<file path="src/rtl/dtm_dmi_regs_pkg.sv">
// Shared DTM types: ops, error codes, DTMCS layout, DMI bundles.
// Single-clock TCK domain definitions.
package dm_pkg;

  localparam logic [4:0] IrDtmcs = 5'h10;
  localparam logic [4:0] IrDmi   = 5'h11;

  typedef enum logic [1:0] {
    DtmNop   = 2'd0,
    DtmRead  = 2'd1,
    DtmWrite = 2'd2,
    DtmRsvd  = 2'd3
  } dtm_op_e;

  typedef enum logic [1:0] {
    DmiOk     = 2'd0,
    DmiFailed = 2'd2,
    DmiBusy   = 2'd3
  } dmi_error_e;

  typedef struct packed {
    logic [6:0]  addr;
    dtm_op_e     op;
    logic [31:0] data;
  } dmi_req_t;

  typedef struct packed {
    logic [31:0] data;
    logic [1:0]  resp;
  } dmi_resp_t;

  typedef struct packed {
    logic [13:0] zero1;
    logic        dmihardreset;
    logic        dmireset;
    logic        zero0;
    logic [2:0]  idle;
    logic [1:0]  dmistat;
    logic [5:0]  abits;
    logic [3:0]  version;
  } dtmcs_t;

endpackage

</file>
<file path="src/rtl/dtm_dmi_regs_if.sv">
// DMI request/response handshake between DTM and Debug Module.
// master = DTM side, slave = DM side.
interface dtm_dmi_regs_if #(
  parameter int AbitsWidth = 7
);
  logic                  req_valid;
  logic                  req_ready;
  logic [AbitsWidth-1:0] req_addr;
  logic [1:0]            req_op;
  logic [31:0]           req_data;
  logic                  resp_valid;
  logic                  resp_ready;
  logic [31:0]           resp_data;
  logic [1:0]            resp_resp;

  modport master (
    output req_valid, req_addr, req_op,
    output req_data, resp_ready,
    input  req_ready, resp_valid,
    input  resp_data, resp_resp
  );

  modport slave (
    input  req_valid, req_addr, req_op,
    input  req_data, resp_ready,
    output req_ready, resp_valid,
    output resp_data, resp_resp
  );
endinterface

</file>
<file path="src/rtl/dtm_dmi_regs.sv">
// DTMCS/DMI scan registers and DMI request FSM.
// Lives in the TCK domain; CDC to the DM is downstream.
module dtm_dmi_regs
  import dm_pkg::*;
#(
  parameter int AbitsWidth = 7,
  parameter int IdleHint   = 1,
  parameter int DtmVersion = 1
) (
  input  logic tck_i,
  input  logic trst_ni,
  input  logic dmi_clear_i,
  input  logic capture_i,
  input  logic shift_i,
  input  logic update_i,
  input  logic tdi_i,
  input  logic dtmcs_select_i,
  output logic dtmcs_tdo_o,
  input  logic dmi_select_i,
  output logic dmi_tdo_o,
  dtm_dmi_regs_if.master dmi
);

  localparam int DmiW = AbitsWidth + 34;

  typedef enum logic [2:0] {
    Idle, Read, WaitRead, Write, WaitWrite
  } state_e;

  state_e                state_q;
  dmi_error_e            err_q;
  logic [31:0]           dtmcs_q;
  logic [DmiW-1:0]       dmi_q;
  logic [AbitsWidth-1:0] addr_q;
  logic [31:0]           data_q;

  dtmcs_t    dtmcs_cap;
  dtmcs_t    dtmcs_upd;
  dtm_op_e   upd_op;
  dtm_op_e   req_op;
  logic [1:0] cap_op;

  always_comb begin
    dtmcs_cap         = '0;
    dtmcs_cap.idle    = 3'(IdleHint);
    dtmcs_cap.dmistat = err_q;
    dtmcs_cap.abits   = 6'(AbitsWidth);
    dtmcs_cap.version = 4'(DtmVersion);
  end

  assign dtmcs_upd = dtmcs_t'(dtmcs_q);
  assign upd_op    = dtm_op_e'(dmi_q[1:0]);
  assign cap_op    = (state_q == Idle) ? err_q : 2'd3;

  always_ff @(posedge tck_i or negedge trst_ni) begin
    if (!trst_ni) begin
      state_q <= Idle;
      err_q   <= DmiOk;
      dtmcs_q <= '0;
      dmi_q   <= '0;
      addr_q  <= '0;
      data_q  <= '0;
    end else if (dmi_clear_i) begin
      state_q <= Idle;
      err_q   <= DmiOk;
      dtmcs_q <= '0;
      dmi_q   <= '0;
      addr_q  <= '0;
      data_q  <= '0;
    end else begin
      if (dtmcs_select_i) begin
        if (capture_i)    dtmcs_q <= dtmcs_cap;
        else if (shift_i) dtmcs_q <= {tdi_i, dtmcs_q[31:1]};
      end
      if (dmi_select_i) begin
        if (capture_i)    dmi_q <= {addr_q, data_q, cap_op};
        else if (shift_i) dmi_q <= {tdi_i, dmi_q[DmiW-1:1]};
      end
      unique case (state_q)
        Read:  if (dmi.req_ready) state_q <= WaitRead;
        Write: if (dmi.req_ready) state_q <= WaitWrite;
        WaitRead, WaitWrite: begin
          if (dmi.resp_valid) begin
            if (state_q == WaitRead) data_q <= dmi.resp_data;
            if (err_q == DmiOk && dmi.resp_resp[1])
              err_q <= dmi_error_e'(dmi.resp_resp);
            state_q <= Idle;
          end
        end
        default: ;
      endcase
      // A scan touching DMI while a request is in flight flags busy.
      if (dmi_select_i && capture_i && state_q != Idle && err_q == DmiOk)
        err_q <= DmiBusy;
      if (dmi_select_i && update_i && err_q == DmiOk) begin
        if (state_q != Idle) begin
          err_q <= DmiBusy;
        end else begin
          unique case (1'b1)
            (upd_op == DtmRead): begin
              addr_q  <= dmi_q[DmiW-1:34];
              state_q <= Read;
            end
            (upd_op == DtmWrite): begin
              addr_q  <= dmi_q[DmiW-1:34];
              data_q  <= dmi_q[33:2];
              state_q <= Write;
            end
            default: ;
          endcase
        end
      end
      if (dtmcs_select_i && update_i) begin
        if (dtmcs_upd.dmihardreset) begin
          state_q <= Idle;
          err_q   <= DmiOk;
        end else if (dtmcs_upd.dmireset) begin
          err_q <= DmiOk;
        end
      end
    end
  end

  always_comb begin
    req_op = DtmNop;
    unique case (1'b1)
      (state_q == Read):  req_op = DtmRead;
      (state_q == Write): req_op = DtmWrite;
      default: ;
    endcase
  end

  assign dtmcs_tdo_o    = dtmcs_q[0];
  assign dmi_tdo_o      = dmi_q[0];
  assign dmi.req_valid  = (state_q == Read) || (state_q == Write);
  assign dmi.req_op     = req_op;
  assign dmi.req_addr   = addr_q;
  assign dmi.req_data   = data_q;
  assign dmi.resp_ready = (state_q == WaitRead) ||
                          (state_q == WaitWrite);

endmodule

</file>
<file path="src/flat_wrapper.sv">
// flat-port wrapper written by rule: the top's interface ports become plain ports
module dtm_dmi_regs_flat import dm_pkg::*;
#(
  parameter int AbitsWidth = 7,
  parameter int IdleHint   = 1,
  parameter int DtmVersion = 1
)
  (tck_i, trst_ni, dmi_clear_i, capture_i, shift_i, update_i, tdi_i, dtmcs_select_i, dtmcs_tdo_o, dmi_select_i, dmi_tdo_o, dmi_req_valid, dmi_req_addr, dmi_req_op, dmi_req_data, dmi_resp_ready, dmi_req_ready, dmi_resp_valid, dmi_resp_data, dmi_resp_resp);
  dtm_dmi_regs_if #(.AbitsWidth(AbitsWidth)) dmi_i ();
  input  logic tck_i;
  input  logic trst_ni;
  input  logic dmi_clear_i;
  input  logic capture_i;
  input  logic shift_i;
  input  logic update_i;
  input  logic tdi_i;
  input  logic dtmcs_select_i;
  output logic dtmcs_tdo_o;
  input  logic dmi_select_i;
  output logic dmi_tdo_o;
  output wire logic [$bits(dmi_i.req_valid)-1:0] dmi_req_valid;
  output wire logic [$bits(dmi_i.req_addr)-1:0] dmi_req_addr;
  output wire logic [$bits(dmi_i.req_op)-1:0] dmi_req_op;
  output wire logic [$bits(dmi_i.req_data)-1:0] dmi_req_data;
  output wire logic [$bits(dmi_i.resp_ready)-1:0] dmi_resp_ready;
  input wire logic [$bits(dmi_i.req_ready)-1:0] dmi_req_ready;
  input wire logic [$bits(dmi_i.resp_valid)-1:0] dmi_resp_valid;
  input wire logic [$bits(dmi_i.resp_data)-1:0] dmi_resp_data;
  input wire logic [$bits(dmi_i.resp_resp)-1:0] dmi_resp_resp;
  assign dmi_req_valid = dmi_i.req_valid;
  assign dmi_req_addr = dmi_i.req_addr;
  assign dmi_req_op = dmi_i.req_op;
  assign dmi_req_data = dmi_i.req_data;
  assign dmi_resp_ready = dmi_i.resp_ready;
  assign dmi_i.req_ready = dmi_req_ready;
  assign dmi_i.resp_valid = dmi_resp_valid;
  assign dmi_i.resp_data = dmi_resp_data;
  assign dmi_i.resp_resp = dmi_resp_resp;
  dtm_dmi_regs #(.AbitsWidth(AbitsWidth), .IdleHint(IdleHint), .DtmVersion(DtmVersion)) u_core (.tck_i(tck_i), .trst_ni(trst_ni), .dmi_clear_i(dmi_clear_i), .capture_i(capture_i), .shift_i(shift_i), .update_i(update_i), .tdi_i(tdi_i), .dtmcs_select_i(dtmcs_select_i), .dtmcs_tdo_o(dtmcs_tdo_o), .dmi_select_i(dmi_select_i), .dmi_tdo_o(dmi_tdo_o), .dmi(dmi_i));
endmodule
</file>
<file path="config.mk">
export PLATFORM = sky130hd
export DESIGN_NAME = dtm_dmi_regs_flat
export DESIGN_NICKNAME = d
export VERILOG_FILES = /design/src/rtl/dtm_dmi_regs_pkg.sv /design/src/rtl/dtm_dmi_regs_if.sv /design/src/rtl/dtm_dmi_regs.sv /design/src/flat_wrapper.sv
export SDC_FILE = /design/constraint.sdc
export NUM_CORES = 1
export LEC_CHECK = 0
export ABC_AREA = 1
export BUFFER_PORTS_ARGS = -buffer_cell sky130_fd_sc_hd__buf_2
export CAP_MARGIN = 20
export CORE_UTILIZATION = 30
export DETAILED_ROUTE_END_ITERATION = 12
export PLACE_DENSITY = 0.6
export SLEW_MARGIN = 20
export SYNTH_ARGS = -nofsm -noshare
export SYNTH_HDL_FRONTEND = slang
export SYNTH_SLANG_ARGS = --single-unit
</file>
<file path="constraint.sdc">
create_clock -name tck_i -period 1.6 [get_ports tck_i]
set_input_delay 0.24 -clock tck_i [delete_from_list [all_inputs] [get_ports tck_i]]
set_output_delay 0.24 -clock tck_i [all_outputs]
set_load 0.02 [all_outputs]
</file>
# Word level (Yosys, flattened, before mapping)
# Index checks and enable logic that the tools add are counted.
[word_totals]
register_bits = 117
mem_bits_rw = 0
latch_bits = 0
output_inout_bits = 45
elab_cells = 76
in_bits = 45
rom_bits = 0
memories = 0
[classes]
shifts = 0
bitwise = 0
reduce_logical = 22
div = 0
add_sub_neg = 0
n_eq_ne = 7
n_mul = 0
muxes = 41
n_lt_le_gt_ge = 0
[op_table]
columns = ["cell", "count"]
rows = [
  ["$mux 32", 11],
  ["$mux 41", 4],
  ["$mux 7", 4],
  ["$mux 3", 8],
  ["$mux 2", 11],
  ["$pmux 3 s3", 1],
  ["$reduce_bool 2->1", 4],
  ["$logic_and 1x1->1", 7],
  ["$eq 3x2->1 const B", 2],
  ["$pmux 3 s2", 1],
  ["$reduce_bool 3->1", 2],
  ["$pmux 2 s2", 1],
  ["$reduce_and 2->1", 2],
  ["$reduce_or 2->1", 2],
  ["$eq 3x1->1 const B", 1],
  ["$eq 3x3->1 const B", 1],
  ["$logic_not 3->1", 1],
  ["$reduce_and 3->1", 1],
  ["$eq 2x1->1 const B", 1],
  ["$eq 2x2->1 const B", 1],
  ["$logic_not 2->1", 1],
  ["$logic_or 1x1->1", 2],
  ["$ne 2x2->1 const B", 1],
]

# Depth between registers and ports, before layout
[logic_depth]
word_depth = 12
ltp_mapped = 9
ltp_nobuf = 7

# Least setup slack after synthesis
# No wires, ideal clock.
[synth_path]
kind = "flip-flop to flip-flop"
from = "reg u_core.dmi_q[0]"
to = "reg u_core.addr_q[6] (netlist: u_core.dmi.req_addr[6])"
t_required_ns = 1.474
setup_slack_ns = 0.103
path_stages_with_launch = 8
setup_time_ns = 0.126
n_path_buf = 0
synth_period_minus_slack_ns = 1.497
arrival_time_ns = 1.371
path_cell_list = "dfrtp_1 -> inv_1 -> ha_1 -> nand3b_1 -> nor2_1 -> nor2_1 -> nand2_1 -> o21ai_0"
[synth_between]
elab_chain_cells = 4
word_cells_on_any_way = 5
classes_between = "eq/ne: 2; reduce/logical: 3"
[synth_lines]
columns = ["item", "line_no", "text"]
rows = [
  ["from (decl)", "dtm_dmi_regs.sv:33", "logic [DmiW-1:0] dmi_q;"],
  ["from (signal assigned)", "dtm_dmi_regs.sv:76", "if (capture_i) dmi_q <= {addr_q, data_q, cap_op};"],
  ["from (signal assigned)", "dtm_dmi_regs.sv:77", "else if (shift_i) dmi_q <= {tdi_i, dmi_q[DmiW-1:1]};"],
  ["$eq 2x2->1 or $eq 2x1->1 (tied branches)", "dtm_dmi_regs.sv:104, dtm_dmi_regs.sv:100", ""],
  ["$reduce_or 2->1 (no source line) *", "-", ""],
  ["$reduce_bool 2->1 (no source line) *", "-", ""],
  ["$reduce_and 3->1 (no source line) *", "-", ""],
  ["to (signal assigned)", "dtm_dmi_regs.sv:101", "addr_q <= dmi_q[DmiW-1:34];"],
  ["to (signal assigned)", "dtm_dmi_regs.sv:105", "addr_q <= dmi_q[DmiW-1:34];"],
  ["to (decl)", "dtm_dmi_regs.sv:34", "logic [AbitsWidth-1:0] addr_q;"],
]
# Every way passes the cells marked *; elsewhere a longest branch is shown, timed or not.
# A chain may end at the register's enable or synchronous reset.

# Worst setup path in the final report
[layout_path]
from = "reg u_core.state_q[2]"
to = "out dmi_req_op[1]"
[layout_between]
elab_chain_cells = 2
word_cells_on_any_way = 3
classes_between = "eq/ne: 2; mux: 1"
[layout_lines]
columns = ["item", "line_no", "text"]
rows = [
  ["from (decl)", "dtm_dmi_regs.sv:30", "state_e state_q;"],
  ["from (signal assigned)", "dtm_dmi_regs.sv:57", "state_q <= Idle;"],
  ["from (signal assigned)", "dtm_dmi_regs.sv:64", "state_q <= Idle;"],
  ["from (signal assigned)", "dtm_dmi_regs.sv:80", "Read: if (dmi.req_ready) state_q <= WaitRead;"],
  ["$eq 3x2->1 or $eq 3x1->1 (tied branches)", "dtm_dmi_regs.sv:128, dtm_dmi_regs.sv:127", ""],
  ["$pmux 2 s2 *", "dtm_dmi_regs.sv:126", "unique case (1'b1)"],
  ["to (decl)", "flat_wrapper.sv:23", "output wire logic [$bits(dmi_i.req_op)-1:0] dmi_req_op;"],
]
# Marks and branches as above.

==> flow_metrics.env <==
export IMPL_slew_viol_final=0
export IMPL_startpoint_type="flip-flop"
export IMPL_overflow=0
export IMPL_path_class="flip-flop to output pin"
export IMPL_drcViolationCount=0
export IMPL_leakagePower_nw=3.72
export IMPL_drt_iter0_drc=357
export IMPL_status="completed"
export IMPL_rsz0062_at_grt="true"
export IMPL_grt_pass1_wl_mm=24.9
export IMPL_tightest_slew_ps=479
export IMPL_arrival_ps=1340
export IMPL_clockBufferDepth=2
export IMPL_hpwlAfterDp_mm=9.69
export IMPL_end_kind="output pin"
export IMPL_final_setup_skew_ps=8.20
export IMPL_powerDensity_nw_per_um2=1140
export IMPL_p_sw_share_pct=25.2
export IMPL_clk_pin_slew_worst_paths_ps=60
export IMPL_grt_max_degree=55
export IMPL_grt_pass1_vias=4930
export IMPL_drive_above_1_share_pct=21.9
export IMPL_cap_viol_max_count=0
export IMPL_die_width_um=140
export IMPL_ys_types=30
export IMPL_viasPerCell=4.69
export IMPL_synth_nets=760
export IMPL_layout_worst_path_cycle_share_pct=98.8
export IMPL_wl_per_cell_um=14.1
export IMPL_io_pins=90
export IMPL_final_area_sq_um=7290
export IMPL_synth_edff_count=0
export IMPL_synth_top_area_share_pct=51.5
export IMPL_htreeDepth=4
export IMPL_final_nets=859
export IMPL_track_usage_pct=16.2
export IMPL_io_buffers=89
export IMPL_antenna_found_initial=0
export IMPL_clkLatencyLatePin_ps=420
export IMPL_syn_instance_count=714
export IMPL_p_int_mw=6.24
export IMPL_core_sq_um=18300
export IMPL_hold_violations=0
export IMPL_initial_core_util_pct=31.1
export IMPL_p_switching_mw=2.10
export IMPL_tritoncts="done"
export IMPL_hp_class="input pin to flip-flop"
export IMPL_first_pass_iters=4
export IMPL_syn_avg_cell_area_sq_um=7.97
export IMPL_row_count=49
export IMPL_area_growth_pct=28.2
export IMPL_synth_area_sq_um=5690
export IMPL_numCtsBuffers=17
export IMPL_pwr_share_comb_pct=11.9
export IMPL_place_ws_ps=75.9
export IMPL_worstPathRequired_ps=1360
export IMPL_seqPwrFrac_pct=38.3
export IMPL_finalPower_mw=8.35
export IMPL_cts_root_buf="clkbuf_16"
export IMPL_ys_flop_type="dfrtp_1"
export IMPL_die_area_sq_um=19500
export IMPL_fmax_ghz=0.633
export IMPL_placedCellCount=1014
export IMPL_instances_no_fill=1055
export IMPL_num_vias=4951
export IMPL_setup_ws_ps=19.2
export IMPL_die_h_um=140
export IMPL_clockPowerShare_pct=49.8
export IMPL_ir_drop_mv=0.749
export IMPL_wirelength_mm=14.9
export IMPL_drt_antenna_violating_nets=0
export IMPL_ys_warn_count=0
export IMPL_max_slew_margin_rel_pct=68.1
export IMPL_gp_congestion=0.834
export IMPL_async_flop_share_pct=100
export IMPL_seq_area_frac_synth_pct=51.5
export IMPL_cts_sinks=117
export IMPL_fin_crit_ps=1580
export IMPL_synth_area_leader_cell="dfrtp_1"
export IMPL_post_dp_cell_area_sq_um=6490
export IMPL_crit_fanout=4
export IMPL_finalSetupViolCount=0
export IMPL_fillCellCount=1865
export IMPL_fin_util_pct=39.9
export IMPL_ys_ff_latch=117
export IMPL_synth_area_leaders="dfrtp_1 51%, nor2_1 9.6%, o21ai_0 9.4%"
export IMPL_antenna_cells=0
through the flow:
step | TNS [ps] | hold slack (ps)
finish | 0 | 123
global placement | 0 | 234
global route | -89.0 | 125
floorplan | 0 | -55.6
detailed placement | 0 | 233
CTS | -3.20 | 91.1
critical path, cell delays in order (launching register included):
cell and delay, ps:
dfrtp_1 400, buf_4 160, inv_4 60, nand2_4 70
nor2_4 110, buf_6 120
area by class of cell:
cell class              count  area (sq um)  area share (%)
clock buffers              22           484            6.64
clock inverters            10           168            2.30
inverters                  62           240            3.29
multi-input cells         491          2340            32.1
flip-flops and latches    117          2930            40.2
well taps                 229           287            3.93
repair buffers            124           843            11.6
state kept, by name, indices dropped and copies added (netlist names):
| register | count |
|---|---|
| u_core.dmi.req_addr | 7 |
| u_core.state_q | 3 |
| u_core.dmi.req_data | 32 |
| u_core.dmi_q | 41 |
| u_core.dtmcs_q | 32 |
| u_core.err_q | 2 |
routing by layer:
layer | wire [um] | GRT usage, % | share of wire (%) | vias to the layer above
met5 | 0 | 0 | 0 | -
met4 | 164 | 5.26 | 1.1 | 0
met3 | 730 | 4.51 | 4.9 | 14
met2 | 7170 | 26.4 | 48 | 110
met1 | 6800 | 20.5 | 46 | 2306
li1 | - | - | - | 2521
logic make-up (layout without fill, tap and decap cells):
| logic type | count (synthesis) | in the layout | synth area share (%) |
|---|---|---|---|
| simple gates | 321 | 321 | 23.3 |
| fa+ha+maj | 1 | 1 | 0.220 |
| buf+inv | 106 | 218 | 8.34 |
| flops | 117 | 117 | 51.5 |
| compound gates | 169 | 169 | 16.7 |
cells in the mapped netlist, types with 4 or more instances:
| master | instances |
|---|---|
| nand3_1 | 33 |
| buf_2 | 14 |
| inv_1 | 58 |
| o31ai_1 | 29 |
| o211ai_1 | 6 |
| clkbuf_1 | 15 |
| dfrtp_1 | 117 |
| clkbuf_2 | 4 |
| o22ai_1 | 9 |
| o21ai_0 | 107 |
| nor2_1 | 145 |
| buf_6 | 4 |
| a21oi_1 | 4 |
| buf_4 | 5 |
| nand2_1 | 133 |
| o21ai_1 | 12 |
power by group through the flow:
stage	registers [mW]	logic, mW	clock network (mW)
2_1_floorplan	3.28	0.531	0
3_3_place_gp	3.25	0.932	0
3_5_place_dp	3.25	0.942	0
4_1_cts	3.20	0.991	4.25
5_1_grt	3.22	1.12	4.37
6_report	3.20	0.990	4.16
path summary, 6_finish.rpt:
path	start	end	slack (ps)	cells after the start
setup / recovery	u_core.state_q[2]	dmi_req_op[1]	20	5
hold / removal	dmi_req_ready	u_core.state_q[2]	120	3
setup reg to reg	u_core.state_q[2]	u_core.state_q[1]	100	11
hold reg to reg	u_core.dtmcs_q[2]	u_core.dtmcs_q[1]	490	2
max in group asynchronous	trst_ni	u_core.dmi_q[10]	670	3
min in group asynchronous	trst_ni	u_core.dmi_q[37]	330	2
placed cells by master, fill, tap and decap left out, drive strengths merged:
cell | synthesis | final
clkbuf | 19 | 22
nand3b | 1 | 1
inv | 62 | 64
nor2 | 150 | 150
dfrtp | 117 | 117
o211ai | 6 | 6
or2 | 1 | 1
a31oi | 1 | 1
o21ai | 120 | 120
a21oi | 4 | 4
o31ai | 29 | 29
buf | 25 | 123
nand3 | 35 | 35
clkinv | 0 | 3
bufinv | 0 | 4
ha | 1 | 1
nand2 | 134 | 134
o22ai | 9 | 9
clkinvlp | 0 | 1
dlygate4sd3 | 0 | 1
repair_timing:
action	4_1_cts	5_1_grt
endpoints found under the setup margin	4	22
pin swaps	3	4
hold endpoints to repair	27	0
buffers inserted	7	2
hold buffers	1	0
gates resized for setup	18	13
No activity file was read; power rests on OpenSTA's default activity.
